===== src/rtl/alu_multiciclo.sv =====
// Multi-cycle ALU: single-cycle add/sub/logic/slt, iterative shift-add mul and restoring div.
// Optional build macro ALU_MUL_FAST_EN replaces the iterative multiplier with a combinational one.
module alu_multiciclo #(
    parameter int WIDTH = 32,
    parameter int CNT_W = 6
) (
    input  logic             clk,
    input  logic             rst_n,
    input  logic             start,
    input  logic [3:0]       sel,
    input  logic [WIDTH-1:0] a,
    input  logic [WIDTH-1:0] b,
    output logic             busy,
    output logic             done,
    output logic [WIDTH-1:0] result,
    output logic             zero,
    output logic             div_by_zero
);

    localparam logic [3:0] OP_ADD = 4'b0000;
    localparam logic [3:0] OP_SUB = 4'b0001;
    localparam logic [3:0] OP_MUL = 4'b0010;
    localparam logic [3:0] OP_DIV = 4'b0011;
    localparam logic [3:0] OP_AND = 4'b0100;
    localparam logic [3:0] OP_OR  = 4'b0101;
    localparam logic [3:0] OP_XOR = 4'b0110;
    localparam logic [3:0] OP_NOT = 4'b0111;
    localparam logic [3:0] OP_SLT = 4'b1000;

`ifdef ALU_MUL_FAST_EN
    typedef enum logic [1:0] {IDLE = 2'd0, DIV = 2'd2, DONE = 2'd3} state_t;
`else
    typedef enum logic [1:0] {IDLE = 2'd0, MUL = 2'd1, DIV = 2'd2, DONE = 2'd3} state_t;
`endif

    state_t            state;
    state_t            next_state;
    logic [WIDTH-1:0]  op_a;
    logic [WIDTH-1:0]  op_b;
    logic [WIDTH-1:0]  acc;
    logic [CNT_W-1:0]  cnt;
    logic              last;
    logic [WIDTH-1:0]  quick_res;
    logic [WIDTH:0]    rem_shift;
    logic [WIDTH:0]    rem_diff;
    logic [WIDTH-1:0]  div_rem;
    logic [WIDTH-1:0]  div_quo;
`ifndef ALU_MUL_FAST_EN
    logic [WIDTH-1:0]  mul_sum;
`endif

    assign last = (cnt == CNT_W'(WIDTH - 1));

    // Results for every op that finishes straight out of IDLE, taken from the live inputs.
    always_comb begin
        quick_res = '0;
        case (sel)
            OP_ADD:  quick_res = a + b;
            OP_SUB:  quick_res = a - b;
`ifdef ALU_MUL_FAST_EN
            OP_MUL:  quick_res = a * b;
`endif
            OP_DIV:  quick_res = '1;
            OP_AND:  quick_res = a & b;
            OP_OR:   quick_res = a | b;
            OP_XOR:  quick_res = a ^ b;
            OP_NOT:  quick_res = ~a;
            OP_SLT:  quick_res = {{(WIDTH-1){1'b0}}, ($signed(a) < $signed(b))};
            default: quick_res = '0;
        endcase
    end

    // Restoring division step: op_a shifts the dividend out and the quotient bits in.
    always_comb begin
        rem_shift = {acc, op_a[WIDTH-1]};
        rem_diff  = rem_shift - {1'b0, op_b};
        div_rem   = rem_diff[WIDTH] ? rem_shift[WIDTH-1:0] : rem_diff[WIDTH-1:0];
        div_quo   = {op_a[WIDTH-2:0], ~rem_diff[WIDTH]};
    end

`ifndef ALU_MUL_FAST_EN
    assign mul_sum = acc + (op_b[0] ? op_a : '0);
`endif

    always_ff @(posedge clk or negedge rst_n) begin
        if (!rst_n) state <= IDLE;
        else        state <= next_state;
    end

    always_comb begin
        next_state = state;
        case (state)
            IDLE: begin
                if (start) begin
                    case (sel)
`ifndef ALU_MUL_FAST_EN
                        OP_MUL:  next_state = MUL;
`endif
                        OP_DIV:  next_state = (b != '0) ? DIV : DONE;
                        default: next_state = DONE;
                    endcase
                end
            end
`ifndef ALU_MUL_FAST_EN
            MUL:     if (last) next_state = DONE;
`endif
            DIV:     if (last) next_state = DONE;
            DONE:    next_state = IDLE;
            default: next_state = IDLE;
        endcase
    end

    always_comb begin
        busy = (state != IDLE);
        done = (state == DONE);
    end

    // Operand capture, iteration engines and the result registers written on entry to DONE.
    always_ff @(posedge clk or negedge rst_n) begin
        if (!rst_n) begin
            op_a        <= '0;
            op_b        <= '0;
            acc         <= '0;
            cnt         <= '0;
            result      <= '0;
            zero        <= 1'b1;
            div_by_zero <= 1'b0;
        end else begin
            case (state)
                IDLE: begin
                    if (start) begin
                        op_a        <= a;
                        op_b        <= b;
                        acc         <= '0;
                        cnt         <= '0;
                        div_by_zero <= (sel == OP_DIV) && (b == '0);
                        if (next_state == DONE) begin
                            result <= quick_res;
                            zero   <= (quick_res == '0);
                        end
                    end
                end
`ifndef ALU_MUL_FAST_EN
                MUL: begin
                    acc  <= mul_sum;
                    op_a <= op_a << 1;
                    op_b <= op_b >> 1;
                    cnt  <= cnt + CNT_W'(1);
                    if (last) begin
                        result <= mul_sum;
                        zero   <= (mul_sum == '0);
                    end
                end
`endif
                DIV: begin
                    acc  <= div_rem;
                    op_a <= div_quo;
                    cnt  <= cnt + CNT_W'(1);
                    if (last) begin
                        result <= div_quo;
                        zero   <= (div_quo == '0);
                    end
                end
                default: ;
            endcase
        end
    end

endmodule


===== config.mk =====
export PLATFORM = sky130hd
export DESIGN_NAME = alu_multiciclo
export DESIGN_NICKNAME = d
export VERILOG_FILES = /design/src/rtl/alu_multiciclo.sv
export SDC_FILE = /design/constraint.sdc
export NUM_CORES = 1
export LEC_CHECK = 0
export BUFFER_PORTS_ARGS = -buffer_cell sky130_fd_sc_hd__buf_2
export CORE_MARGIN = 2
export CORE_UTILIZATION = 45
export CTS_CLUSTER_SIZE = 14
export DETAILED_ROUTE_END_ITERATION = 6
export PLACE_DENSITY_LB_ADDON = 0.2
export SYNTH_ARGS = -nofsm -noshare
export SYNTH_HDL_FRONTEND = slang
export SYNTH_SLANG_ARGS = --single-unit

===== constraint.sdc =====
create_clock -name clk -period 5.2 [get_ports clk]
set_input_delay 1.04 -clock clk [delete_from_list [all_inputs] [get_ports clk]]
set_output_delay 1.04 -clock clk [all_outputs]
set_load 0.01 [all_outputs]

**Word-level counts from Yosys, hierarchy flattened**

Index checks and enable logic that the tools add are counted.

- Reductions and logical operators: 18
- Add/subtract/negate cells: 5
- Muxes and demuxes: 26
- $lt $le $gt $ge: 1
- Eq/ne operators: 17
- Bitwise gates (word level): 5

Operator list:

| cell | number |
|---|---|
| $mux W32 | 9 |
| $pmux W32 S3 | 3 |
| $pmux W32 S8 | 1 |
| $logic_not A32 Y1 | 4 |
| $add A32 B32 Y32 | 2 |
| $pmux W32 S2 | 1 |
| $sub A33 B32 Y33 | 1 |
| $and A32 B32 Y32 | 1 |
| $lt A32 B32 Y1 | 1 |
| $not A32 Y32 | 1 |
| $or A32 B32 Y32 | 1 |
| $reduce_bool A32 Y1 | 1 |
| $sub A32 B32 Y32 | 1 |
| $xor A32 B32 Y32 | 1 |
| $eq A4 B3 Y1 const B | 4 |
| $pmux W6 S2 | 1 |
| $eq A4 B2 Y1 const B | 2 |
| $ne A2 B2 Y1 const B | 4 |
| $reduce_and A2 Y1 | 4 |
| $add A6 B1 Y6 const B | 1 |
| $eq A2 B2 Y1 const B | 3 |
| $eq A6 B5 Y1 const B | 1 |
| $mux W6 | 1 |
| $pmux W2 S3 | 1 |
| 15 further kinds | 22 |

- Register bits: 138
- Output and inout port bits: 36
- Logic and storage cells: 80
- Input port bits: 71

**Longest topological paths before layout**

- Word-level depth: 9
- Depth in mapped cells: 16
- Depth with buffers taken out: 15

**Least setup slack after synthesis**

OpenSTA, ideal clock, no wires.

- Kind: input port to flip-flop
- From: in a[0]
- To: reg zero
- Slack: 852 ps
- Data required time: 5112 ps
- Stages on the path: 15
- Buffers on the path: 0
- Setup time: 88 ps
- Data arrival time: 4260 ps
- Cell sequence: inv_1 -> ha_1 -> fa_1 -> or2_2 -> a2111o_1 -> a2111oi_2 -> o21ai_0 -> xnor2_1 -> o211ai_1 -> nor4_1 -> and4_1 -> and4b_1 -> and4b_1 -> nand4_1 -> or3b_1

- Longest elaborated chain between the ends: 6
- Elaborated cells on any way between the ends: 12
- Those cells by class: add/sub: 2; order compare: 1; mux: 4; bitwise: 4; reduce/logical: 1

Ends and longest elaborated chain:

| element | RTL line | source |
|---|---|---|
| start: declaration | 11 | `input logic [WIDTH-1:0] a,` |
| $sub A32 B32 Y32, or another cell as far along | 59 | `OP_SUB: quick_res = a - b;` |
| $pmux W32 S8 (*) | 57 | `case (sel)` |
| $logic_not A32 Y1 (*) | 139 | `zero <= (quick_res == '0);` |
| $mux W1 (*) | 137 | `if (next_state == DONE) begin` |
| $mux W1 (*) | 131 | `if (start) begin` |
| $pmux W1 S3 (*) | 129 | `case (state)` |
| end signal: assignment | 139 |  |
| end signal: assignment | 151 | `zero <= (mul_sum == '0);` |
| end signal: assignment | 161 | `zero <= (div_quo == '0);` |
| end: declaration | 16 | `output logic zero,` |

Every way passes the cells marked *; elsewhere a longest branch is shown, timed or not. The select of a mux whose other input is x is not followed.
A chain may end at the register's enable or synchronous reset.

**Final worst setup path**

- From: in b[1]
- To: reg zero

- Longest elaborated chain between the ends: 8
- Elaborated cells on any way between the ends: 19
- Those cells by class: add/sub: 2; order compare: 1; eq/ne: 2; mux: 8; bitwise: 3; reduce/logical: 3

Ends and longest elaborated chain:

| element | RTL line | source |
|---|---|---|
| start: declaration | 12 | `input logic [WIDTH-1:0] b,` |
| branches (longest 8 deep; another with $sub A32 B32 Y32) | -- |  |

Several ways; the timed one is not identified. The select of a mux whose other input is x is not followed.

==> impl_metrics.ini <==
[die]
initial_core_util_pct = 45.6
core_sq_mm = 0.0354
rows = 69
die_x_microns = 193
die_area_sq_mm = 0.0374
io_pins = 107
die_h_microns = 193

[finish]
final_net_count = 2409
final_cells = 2643
regArea_sq_mm = 0.00345
drive_above_1_share_pct = 11.1
syn2layout_area_growth_pct = 11.5
multi_input_comb_area_sq_mm = 0.0117
fill_cells = 3488

[yosys]
synth_area_sq_mm = 0.0161
synth_top_family_by_area = compound AO/OA/AOI/OAI gates
ys_async_sr_fraction_pct = 100
synth-edff-count = 0
ys.flop_type = dfrtp_1
synth_xor_area_share_pct = 3.20
yosys_warnings = 0
synth.area.top_cells = dfrtp_1 21%, ha_1 13%, o21ai_0 6.7%
synth_compound_area_share_pct = 31.0
yosys_register_bits = 138
synth_top_area_share_pct = 21.3
syn_inst = 2104
synth_fp_nets = 2346
synth-adder-area-share_pct = 13.5
ys_seq_area_share_pct = 21.4
synth_mux_area_share_pct = 5.95
synth_commonest_cells = 217 x o21ai_0, 206 x nand2_1, 167 x ha_1
avgSynthCellArea_sq_um = 7.66
post-synth-top-area-cell = dfrtp_1
synth.most_common_cell = o21ai_0
synth-simple-area-share_pct = 18.5
ys_types = 94

[clock_network]
path_clk_slew_ps = 70
numCtsBuffers = 17
cts_tree = yes
clk_latency_ps = 440
clk_path_buf_depth = 2
clock_sinks = 138
post_cts_buffers = 0
cts_resized = 0
htreeDepth = 4
postCtsHoldBufs = 0
root_buffer = clkbuf_16

[grt]
grt_max_degree = 83
track_usage_pct = 34.3
grt_pass1_vias = 16300
grt_antenna_before_repair = 1
grt_overflow = 0
grt_pass1_wl_mm = 99.9

[sta]
setup_viol = 0
fmax_mhz = 212
hold_viol_final = 0
fin_crit_ps = 4720
tns_ps = 0
slew-limit-headroom_pct = 18.6
tightestPinTransition_ps = 1220
finClkSkew_ps = 15.2
fin_crit_sh_pct = 90.7
rsz0062_at_grt = false
drv_slew = 0

[min_path]
hold_class = reg2reg

[drt]
drc = 0
postRouteAntennaNets = 0
totalWireLength_mm = 65.4
first_iter_violations = 1783
drt_first_pass_iters = 6
viasPerCell = 6.50
num_vias = 17200
post_drt_wl_per_cell_microns = 24.8

[placement]
gp_congestion = 0.997
hpwl_mm = 50.7
dp_cells = 2609
io_buffer_count = 106

[setup_path]
path_class = in2reg
timing.critical_path.required_ps = 5590
worstSetupEndpointType = register
arrival_ps = 5110
critPathMaxFanout = 6
startpoint_type = input port

[run]
drv_cap = 0

[pwr]
vdd_drop_max_uv = 394
leakagePower_nw = 8.28
power.density_mw_per_mm2 = 502

[status]
run_status = completed
-- cell usage in the layout (no fill, tap or decap), drive strengths merged, types with 20 or more instances in the layout --
master,netlist,layout
o21ai,221,221
nand2,206,206
buf,25,168
ha,167,167
inv,149,151
a21oi,139,139
dfrtp,137,137
nor2,130,130
mux2i,88,88
a22oi,69,69
nor3,44,44
a21o,42,42
xnor2,40,40
nand3,39,39
nor4,38,38
and2,37,37
a211oi,28,28
nor2b,24,24
o31ai,24,24
a221oi,22,22
o21a,20,20
-- kinds of logic after synthesis --
group,Yosys count
AND/OR/NAND/NOR,615
AO/OA/AOI/OAI,754
adder cells (fa/ha/maj),171
flip-flops,138
XOR/XNOR,59
buffers and inverters,274
multiplexers,93
-- state kept, by name, indices dropped and copies added, names as in the netlist --
register	count
cnt	6
op_a	32
state	2
zero	1
op_b	32
result	32
acc	32
div_by_zero	1
-- worst max-delay path: stages --
cell and delay (ps):
buf_2 220, inv_1 100, ha_1 320, a211oi_1 440
o21bai_1 310, a2111oi_2 560, o21ai_1 170, a2111oi_1 450
buf_4 190, o31ai_1 140, a41oi_1 320, mux2i_1 220
nand3_1 150, nor4_1 190, nand4_1 120, or3b_1 170
-- area by class of cell --
class | instances | share of cell area, %
Multi-Input combinational cell | 1692 | 65.2
Sequential cell | 138 | 19.2
Timing Repair Buffer | 168 | 5.71
Tap cell | 461 | 3.21
Inverter | 150 | 3.13
Clock buffer | 18 | 2.44
Clock inverter | 14 | 1.09
Antenna cell | 2 | 0.0278
-- power by group --
group / leakage (nW) / switching (mW) / internal (mW)
clock: 0.299 / 0.515 / 0.817
combinational: 6.19 / 3.65 / 2.03
sequential: 1.79 / 0.509 / 1.51
-- layer usage --
layer	GRT usage, %	vias up	wire length (microns)
met4	14.3	0	3130
met3	5.09	161	4920
met2	55.6	859	29700
met5	0	-	0
li1	-	7903	-
met1	45.5	8248	27700
-- final timing paths --
path / cells past startpoint / start / slack (ps) / end
max: 16 / b[1] / 480 / zero$_DFFE_PN1P_
min: 2 / result[2]$_DFFE_PN0P_ / 470 / result[2]$_DFFE_PN0P_
max reg2reg: 15 / op_a[0]$_DFFE_PN0P_ / 510 / zero$_DFFE_PN1P_
min in group asynchronous: 1 / rst_n / 540 / op_b[6]$_DFFE_PN0P_
min reg2reg: 2 / result[2]$_DFFE_PN0P_ / 470 / result[2]$_DFFE_PN0P_
max in group asynchronous: 2 / rst_n / 3520 / cnt[1]$_DFFE_PN0P_
-- metrics by stage --
stage / worst slack [ps] / instance area [sq um] / total power, mW / util (%) / hold slack (ps)
floorplan: 852 / 16100 / 5.74 / - / 471
global placement: 202 / 17300 / 7.52 / 49.0 / 461
finish: 482 / 18000 / 9.03 / 50.8 / 472
detailed placement: 169 / 17300 / 7.58 / 49.0 / 466
global route: 288 / 18000 / 9.64 / 50.8 / 500
CTS: 588 / 18000 / 8.94 / 50.8 / 479
Power figures use the tool's default switching activity.
